`src/rtl/vfifo_line_writer_if.sv`:
```
// Bus interface for vfifo_line_writer: FIFO read port, line RAM write port
// and the line handshake towards the HDMI-side reader.
// The master modport is the writer; the slave modport is its environment.
interface vfifo_line_writer_if #(
    parameter int ADDR_W = 11
);
    // FIFO read port
    logic [28:0]     fifo_dout;
    logic            fifo_empty;
    logic            fifo_rd_en;

    // Ping-pong line RAM write port
    logic            ram_we;
    logic [ADDR_W:0] ram_addr;
    logic [15:0]     ram_wdata;

    // Line handshake and error pulses
    logic            line_done;
    logic [10:0]     line_y;
    logic            line_bank;
    logic            line_ack;
    logic            seg_err;
    logic            ovf_err;

    modport master (
        input  fifo_dout,
        input  fifo_empty,
        output fifo_rd_en,
        output ram_we,
        output ram_addr,
        output ram_wdata,
        output line_done,
        output line_y,
        output line_bank,
        input  line_ack,
        output seg_err,
        output ovf_err
    );

    modport slave (
        output fifo_dout,
        output fifo_empty,
        input  fifo_rd_en,
        input  ram_we,
        input  ram_addr,
        input  ram_wdata,
        input  line_done,
        input  line_y,
        input  line_bank,
        output line_ack,
        input  seg_err,
        input  ovf_err
    );
endinterface

```
`src/rtl/vfifo_line_writer.sv`:
```
// vfifo_line_writer: pops 29-bit video words {rsv, half, y, pixel} from the
// receiver FIFO, reassembles the two half-line segments of each video line
// and writes the pixels into a two-bank (ping-pong) line RAM. A completed
// line is announced with line_done; the reader returns banks with line_ack.
// A word arriving while the target bank is still owned by the reader is
// parked in a one-entry hold register until that bank is released.
//
// Optional feature: define VFIFO_YRANGE_CHECK_EN to discard words whose
// y is outside 0..V_LINES-1 (ovf_err pulse, line state untouched).
module vfifo_line_writer #(
    parameter int HALF_PIX = 640,
    parameter int ADDR_W   = 11,
    parameter int V_LINES  = 720
) (
    input  logic                 clk125,
    input  logic                 sys_rst,
    vfifo_line_writer_if.master  bus
);

    // Parameter sanity: both halves must fit one bank, y must fit 11 bits.
    if (2 * HALF_PIX > (1 << ADDR_W) || V_LINES < 1 || V_LINES > 2048) begin : g_bad_cfg
        $error("vfifo_line_writer: invalid HALF_PIX/ADDR_W/V_LINES combination");
    end

    localparam logic [ADDR_W-1:0] HALF_PIX_A = ADDR_W'(HALF_PIX);
    localparam logic [ADDR_W-1:0] LAST_PIX   = ADDR_W'(HALF_PIX - 1);
`ifdef VFIFO_YRANGE_CHECK_EN
    localparam logic [31:0]       V_LINES_U  = 32'(V_LINES);
`endif

    // Controller states
    localparam logic [1:0] ST_IDLE      = 2'd0;  // no line active
    localparam logic [1:0] ST_FILL      = 2'd1;  // line active
    localparam logic [1:0] ST_WAIT_BANK = 2'd2;  // word parked, target bank busy

    // Control state
    logic [1:0]        state_q, state_d;
    logic              wr_bank_q, wr_bank_d;
    logic              rd_bank_q, rd_bank_d;
    logic [1:0]        full_q, full_d;
    logic [1:0]        mask_q, mask_d;
    logic [ADDR_W-1:0] pix_cnt_q, pix_cnt_d;
    logic [10:0]       cur_y_q, cur_y_d;
    logic              cur_half_q, cur_half_d;
    logic              rd_vld_q;

    // Hold register payload (meaningful only in ST_WAIT_BANK)
    logic [27:0]       hold_word_q, hold_word_d;

    // Registered outputs
    logic              ram_we_q, ram_we_d;
    logic [ADDR_W:0]   ram_addr_q, ram_addr_d;
    logic [15:0]       ram_wdata_q, ram_wdata_d;
    logic              line_done_q, line_done_d;
    logic [10:0]       line_y_q, line_y_d;
    logic              line_bank_q, line_bank_d;
    logic              seg_err_q, seg_err_d;
    logic              ovf_err_q, ovf_err_d;

    // Word decode and processing scratch
    logic              pop;
    logic              proc;
    logic [27:0]       word;
    logic              w_half;
    logic [10:0]       w_y;
    logic [15:0]       w_pix;
    logic              line_active;
    logic              y_ok;
    logic              do_write;
    logic              full_set;
    logic [1:0]        eff_mask;
    logic [ADDR_W-1:0] eff_pix;
    logic [10:0]       eff_y;
    logic [ADDR_W-1:0] bank_offs;

    // The reserved bit is carried by the FIFO but has no meaning here.
    logic              unused_rsv;
    assign unused_rsv = bus.fifo_dout[28];

    // Pop whenever a word is available, its target bank is free and the hold
    // register is empty; never pop while reset is applied.
    assign pop = !sys_rst && !bus.fifo_empty && !full_q[wr_bank_q] &&
                 (state_q != ST_WAIT_BANK);

    assign line_active = (state_q == ST_FILL);

    // Next-state logic: select the word, apply the line rules, update bank flags.
    always_comb begin
        // NOTE: every variable driven here gets a default first, so no path
        // leaves one unassigned and no latch can be inferred.
        state_d     = state_q;
        wr_bank_d   = wr_bank_q;
        rd_bank_d   = rd_bank_q;
        full_d      = full_q;
        mask_d      = mask_q;
        pix_cnt_d   = pix_cnt_q;
        cur_y_d     = cur_y_q;
        cur_half_d  = cur_half_q;
        hold_word_d = hold_word_q;

        ram_we_d    = 1'b0;
        ram_addr_d  = ram_addr_q;
        ram_wdata_d = ram_wdata_q;
        line_done_d = 1'b0;
        line_y_d    = line_y_q;
        line_bank_d = line_bank_q;
        seg_err_d   = 1'b0;
        ovf_err_d   = 1'b0;

        proc        = 1'b0;
        word        = hold_word_q;
        do_write    = 1'b0;
        full_set    = 1'b0;
        eff_mask    = mask_q;
        eff_pix     = pix_cnt_q;
        eff_y       = cur_y_q;
        bank_offs   = '0;

        // Word source: the parked word once its bank frees up, otherwise the
        // word popped in the previous cycle (parked if its bank is busy).
        if (state_q == ST_WAIT_BANK) begin
            proc = !full_q[wr_bank_q];
        end else if (rd_vld_q) begin
            word = bus.fifo_dout[27:0];
            if (full_q[wr_bank_q]) begin
                hold_word_d = bus.fifo_dout[27:0];
                state_d     = ST_WAIT_BANK;
            end else begin
                proc = 1'b1;
            end
        end

        w_half = word[27];
        w_y    = word[26:16];
        w_pix  = word[15:0];

`ifdef VFIFO_YRANGE_CHECK_EN
        y_ok = ({21'd0, w_y} < V_LINES_U);
`else
        y_ok = 1'b1;
`endif

        if (proc) begin
            state_d = line_active ? ST_FILL : ST_IDLE;

            if (!y_ok) begin
                // Out-of-range line number: drop the word, keep line state.
                ovf_err_d = 1'b1;
            end else if (!line_active) begin
                // First word of a new line.
                eff_y      = w_y;
                eff_mask   = 2'b00;
                cur_half_d = w_half;
                eff_pix    = '0;
                do_write   = 1'b1;
            end else if (w_y != cur_y_q) begin
                // New line before the current one completed: abandon it and
                // restart in the same bank.
                seg_err_d  = (mask_q != 2'b11);
                eff_y      = w_y;
                eff_mask   = 2'b00;
                cur_half_d = w_half;
                eff_pix    = '0;
                do_write   = 1'b1;
            end else if (w_half != cur_half_q) begin
                // Switch to the other half-line segment.
                cur_half_d = w_half;
                eff_pix    = '0;
                do_write   = 1'b1;
            end else if (mask_q[w_half] || pix_cnt_q >= HALF_PIX_A) begin
                // Segment already complete: excess word.
                ovf_err_d = 1'b1;
            end else begin
                do_write = 1'b1;
            end

            if (do_write) begin
                bank_offs   = w_half ? (HALF_PIX_A + eff_pix) : eff_pix;
                ram_we_d    = 1'b1;
                ram_addr_d  = {wr_bank_q, bank_offs};
                ram_wdata_d = w_pix;
                pix_cnt_d   = eff_pix + 1'b1;
                state_d     = ST_FILL;
                if (eff_pix == LAST_PIX) begin
                    eff_mask[w_half] = 1'b1;
                end
                if (eff_mask == 2'b11) begin
                    // Both halves present: hand the bank to the reader.
                    line_done_d = 1'b1;
                    line_y_d    = eff_y;
                    line_bank_d = wr_bank_q;
                    full_set    = 1'b1;
                    wr_bank_d   = ~wr_bank_q;
                    state_d     = ST_IDLE;
                end
            end

            mask_d  = eff_mask;
            cur_y_d = eff_y;
        end

        // Bank ownership: an ack releases the reader's oldest full bank and
        // is judged on the flags before this cycle's completion. The two
        // updates never touch the same bank (the written bank was free).
        if (bus.line_ack && full_q[rd_bank_q]) begin
            full_d[rd_bank_q] = 1'b0;
            rd_bank_d         = ~rd_bank_q;
        end
        if (full_set) begin
            full_d[wr_bank_q] = 1'b1;
        end
    end

    // Control and output registers with synchronous reset.
    always_ff @(posedge clk125) begin
        // NOTE: clocked state uses non-blocking assignments so every register
        // samples the pre-edge values, independent of statement order.
        if (sys_rst) begin
            state_q     <= ST_IDLE;
            wr_bank_q   <= 1'b0;
            rd_bank_q   <= 1'b0;
            full_q      <= 2'b00;
            mask_q      <= 2'b00;
            pix_cnt_q   <= '0;
            cur_y_q     <= '0;
            cur_half_q  <= 1'b0;
            rd_vld_q    <= 1'b0;
            ram_we_q    <= 1'b0;
            ram_addr_q  <= '0;
            ram_wdata_q <= '0;
            line_done_q <= 1'b0;
            line_y_q    <= '0;
            line_bank_q <= 1'b0;
            seg_err_q   <= 1'b0;
            ovf_err_q   <= 1'b0;
        end else begin
            state_q     <= state_d;
            wr_bank_q   <= wr_bank_d;
            rd_bank_q   <= rd_bank_d;
            full_q      <= full_d;
            mask_q      <= mask_d;
            pix_cnt_q   <= pix_cnt_d;
            cur_y_q     <= cur_y_d;
            cur_half_q  <= cur_half_d;
            rd_vld_q    <= pop;
            ram_we_q    <= ram_we_d;
            ram_addr_q  <= ram_addr_d;
            ram_wdata_q <= ram_wdata_d;
            line_done_q <= line_done_d;
            line_y_q    <= line_y_d;
            line_bank_q <= line_bank_d;
            seg_err_q   <= seg_err_d;
            ovf_err_q   <= ovf_err_d;
        end
    end

    // Hold register payload.
    always_ff @(posedge clk125) begin
        // NOTE: pure data registers are left without reset; the state
        // register decides when their content is used.
        hold_word_q <= hold_word_d;
    end

    assign bus.fifo_rd_en = pop;
    assign bus.ram_we     = ram_we_q;
    assign bus.ram_addr   = ram_addr_q;
    assign bus.ram_wdata  = ram_wdata_q;
    assign bus.line_done  = line_done_q;
    assign bus.line_y     = line_y_q;
    assign bus.line_bank  = line_bank_q;
    assign bus.seg_err    = seg_err_q;
    assign bus.ovf_err    = ovf_err_q;

endmodule

```
`src/flat_wrapper.sv`:
```
// flat-port wrapper written by rule: the top's interface ports become plain ports
module vfifo_line_writer_flat 
#(
    parameter int HALF_PIX = 640,
    parameter int ADDR_W   = 11,
    parameter int V_LINES  = 720
)
  (clk125, sys_rst, bus_fifo_dout, bus_fifo_empty, bus_fifo_rd_en, bus_ram_we, bus_ram_addr, bus_ram_wdata, bus_line_done, bus_line_y, bus_line_bank, bus_line_ack, bus_seg_err, bus_ovf_err);
  vfifo_line_writer_if #(.ADDR_W(ADDR_W)) bus_i ();
  input  logic clk125;
  input  logic sys_rst;
  input wire logic [$bits(bus_i.fifo_dout)-1:0] bus_fifo_dout;
  input wire logic [$bits(bus_i.fifo_empty)-1:0] bus_fifo_empty;
  output wire logic [$bits(bus_i.fifo_rd_en)-1:0] bus_fifo_rd_en;
  output wire logic [$bits(bus_i.ram_we)-1:0] bus_ram_we;
  output wire logic [$bits(bus_i.ram_addr)-1:0] bus_ram_addr;
  output wire logic [$bits(bus_i.ram_wdata)-1:0] bus_ram_wdata;
  output wire logic [$bits(bus_i.line_done)-1:0] bus_line_done;
  output wire logic [$bits(bus_i.line_y)-1:0] bus_line_y;
  output wire logic [$bits(bus_i.line_bank)-1:0] bus_line_bank;
  input wire logic [$bits(bus_i.line_ack)-1:0] bus_line_ack;
  output wire logic [$bits(bus_i.seg_err)-1:0] bus_seg_err;
  output wire logic [$bits(bus_i.ovf_err)-1:0] bus_ovf_err;
  assign bus_i.fifo_dout = bus_fifo_dout;
  assign bus_i.fifo_empty = bus_fifo_empty;
  assign bus_fifo_rd_en = bus_i.fifo_rd_en;
  assign bus_ram_we = bus_i.ram_we;
  assign bus_ram_addr = bus_i.ram_addr;
  assign bus_ram_wdata = bus_i.ram_wdata;
  assign bus_line_done = bus_i.line_done;
  assign bus_line_y = bus_i.line_y;
  assign bus_line_bank = bus_i.line_bank;
  assign bus_i.line_ack = bus_line_ack;
  assign bus_seg_err = bus_i.seg_err;
  assign bus_ovf_err = bus_i.ovf_err;
  vfifo_line_writer #(.HALF_PIX(HALF_PIX), .ADDR_W(ADDR_W), .V_LINES(V_LINES)) u_core (.clk125(clk125), .sys_rst(sys_rst), .bus(bus_i));
endmodule
```
`config.mk`:
```
export PLATFORM = sky130hd
export DESIGN_NAME = vfifo_line_writer_flat
export DESIGN_NICKNAME = d
export VERILOG_FILES = /design/src/rtl/vfifo_line_writer_if.sv /design/src/rtl/vfifo_line_writer.sv /design/src/flat_wrapper.sv
export SDC_FILE = /design/constraint.sdc
export NUM_CORES = 1
export LEC_CHECK = 0
export ABC_AREA = 1
export BUFFER_PORTS_ARGS = -buffer_cell sky130_fd_sc_hd__clkbuf_2
export CAP_MARGIN = 20
export CORE_ASPECT_RATIO = 0.7
export CORE_MARGIN = 2
export CORE_UTILIZATION = 55
export DETAILED_ROUTE_END_ITERATION = 8
export GPL_TIMING_DRIVEN = 0
export PLACE_DENSITY_LB_ADDON = 0.05
export SLEW_MARGIN = 20
export SYNTH_ARGS = -nofsm -noshare
export SYNTH_HDL_FRONTEND = slang
export SYNTH_SLANG_ARGS = --single-unit
```
`constraint.sdc`:
```
create_clock -name clk125 -period 6.7 [get_ports clk125]
set_input_delay 2.01 -clock clk125 [delete_from_list [all_inputs] [get_ports clk125]]
set_output_delay 2.01 -clock clk125 [all_outputs]
set_load 0.01 [all_outputs]
```
==> results.cfg <==
[run_status]
status = completed

[setup_path]
critical_path_class = input port to output pin
r2r_slack_ns = 3.13
crit_fanout = 6
cp.required_ns = 4.69
arrival_ns = 2.93
end_kind = output pin
start_kind = input port

[cells_and_area]
area_delta_synth_final_pct = 18.6
drive_gt1_share_pct = 18.2
fin_area_sq_um = 5590
layoutNonFillerInstCount = 796
nFillCells = 719
fin_nets = 721
diodes = 0
fin_util_pct = 66.8

[placed_design]
gp_congestion = 0.924
placed_area_sq_um = 5260
portBuffers = 76
dp_hpwl_um = 8550
dp.cells = 780

[floorplanning]
initial_core_util_pct = 56.3
row_count = 28
io_pins = 78
fp.dieArea_sq_um = 9340
core-area_sq_um = 8370
fp.dieW_um = 115
die_h_um = 81.5

[global_routing]
grt_pass1_vias = 3947
grtUsageTotal_pct = 26.8
grt_pass1_wl_um = 19200
antenna_found_initial = 0
grt_overflow = 0
grt_max_degree = 21

[clocking]
cts_tree = done
clkSinkCount = 104
cts_max_path_buffers = 2
clk_latency_ns = 0.34
cts_root_buf = clkbuf_16
cts.htree.levels = 3
cts_hold_buf = 0
cts_inserted_buffers = 9
ctsResizeCount = 0
clkSlewWorstSetupHoldPaths_ns = 0.07
cts_setup_buffers = 0

[synthesis]
synth_warnings = 0
synth.avg_cell_area_sq_um = 7.88
synthFlopType = dfxtp_1
synth_top_area_cell = dfxtp_1
postSynthCellCount = 598
ys_seq_area_share_pct = 50.1
netlist_area_sq_um = 4710
ys_ff_latch = 104
async_flop_share_pct = 0
yosysMostFrequentCell = nand2_1
netlist.area_leader.share_pct = 32.3
synth_nets = 633
ys_top_cells_by_count = nand2_1, inv_1, dfxtp_1
yosys-top-cells-area = dfxtp_1, edfxtp_1, nand2_1, inv_1, nand3_1
ys_types = 39
synth_edf_count = 28

[power_and_ir_drop]
cellPowerDensity_nw_per_um2 = 258
pwr-share-seq_pct = 47.7
p_int_mw = 1.07
power_frac_comb_pct = 12.6
clkPwrFrac_pct = 39.7
p_sw_share_pct = 26.2
p_leak_nw = 2.54
p_switching_uw = 378
vdd_drop_max_v = 0.000160

[min_path]
hold_class = flip-flop to flip-flop

[timing]
clock_skew_ns = 0.00627
setup-tns-final_ns = 0
fmax_mhz = 203
rsz0062_at_grt = no
setup_violations = 0
final_max_slew_viol_count = 0
slew_headroom_pct = 56.7
hold_viol = 0
fin_crit_sh_pct = 73.7
tightest_slew_ns = 0.650
hold-worst-slack_ns = 0.470
min_period_ns = 4.94

[route]
wl_um = 12000
via_per_inst = 5.39
first_pass_iters = 6
wl_per_cell_um = 15.1
ant_nets = 0
route.detailed.drc = 0
via_count = 4288
dr.first_iter.drc_count = 419

[run]
maxCapViolations = 0
## area by class of cell
class | count | area (sq um) | share of cell area [%]
tap | 105 | 131 | 2.35
clock inverter | 7 | 104 | 1.86
inverter | 82 | 308 | 5.51
buffer | 27 | 140 | 2.51
multi-input combinational | 385 | 1910 | 34.2
sequential | 104 | 2360 | 42.3
clock buffer | 9 | 225 | 4.03
timing repair buffer | 77 | 408 | 7.30
## path summary, 6_finish.rpt
check                                                       start                                end  cells after the start
worst max-delay path                                      sys_rst                     bus_fifo_rd_en                      3
worst min-delay path            u_core.bus.line_bank$_SDFFE_PP0P_  u_core.bus.line_bank$_SDFFE_PP0P_                      2
worst max register to register         u_core.rd_vld_q$_SDFF_PP0_  u_core.bus.line_y[1]$_SDFFE_PP0P_                     21
worst min register to register  u_core.bus.line_bank$_SDFFE_PP0P_  u_core.bus.line_bank$_SDFFE_PP0P_                      2
## flip-flops by register name (all words and copies together) (netlist names)
register,flops
u_core.hold_word_q,28
u_core.wr_bank_q,1
u_core.bus.line_done,1
u_core.full_q,2
u_core.bus.seg_err,1
u_core.state_q,2
u_core.rd_vld_q,1
u_core.bus.line_bank,1
u_core.bus.ovf_err,1
u_core.mask_q,2
u_core.pix_cnt_q,11
u_core.rd_bank_q,1
u_core.bus.ram_we,1
u_core.bus.line_y,11
u_core.cur_half_q,1
u_core.bus.ram_wdata,16
u_core.bus.ram_addr,12
u_core.cur_y_q,11
## per-layer routing
| layer | share of wire, % | track usage (%) | vias to the layer above |
|---|---|---|---|
| met5 | 0 | 0 | - |
| met4 | 1.5 | 7.93 | 0 |
| met3 | 8.7 | 6.86 | 19 |
| met2 | 43 | 39.9 | 182 |
| met1 | 47 | 38.8 | 1932 |
| li1 | - | - | 2155 |
## cells in the final DEF, fill, tap and decap left out, drive strengths merged, types with 16 or more instances in the layout
cell type,instances
a21oi,30
a31oi,16
clkbuf,103
dfxtp,76
edfxtp,28
inv,84
nand2,147
nand3,54
nor2,53
o21ai,37
## logic make-up after synthesis
group           share of synthesized area, %
simple gates                            26.8
xor+xnor                               0.372
buf+inv                                 9.50
flops                                   50.1
compound gates                          12.7
fa+ha+maj                              0.531
## power groups by stage
stage               Sequential [mW]  Clock, mW  Combinational [mW]
finish                        0.688      0.573               0.183
global route                  0.691      0.604               0.202
CTS                           0.688      0.581               0.181
detailed placement            0.702          0               0.180
global placement              0.701          0               0.175
floorplan                     0.708          0               0.106
## critical path, stage by stage
cell and delay (ns):
clkbuf_2 0.15, a2111oi_0 0.54, clkbuf_2 0.23
## through the flow
| stage | power [mW] | setup WS [ns] |
|---|---|---|
| 3_5_place_dp | 0.882 | 1.76 |
| 6_report | 1.44 | 1.76 |
| 5_1_grt | 1.50 | 1.75 |
| 2_1_floorplan | 0.814 | 2.01 |
| 3_3_place_gp | 0.877 | 1.74 |
| 4_1_cts | 1.45 | 1.77 |
(Power assumes the default switching activity.)
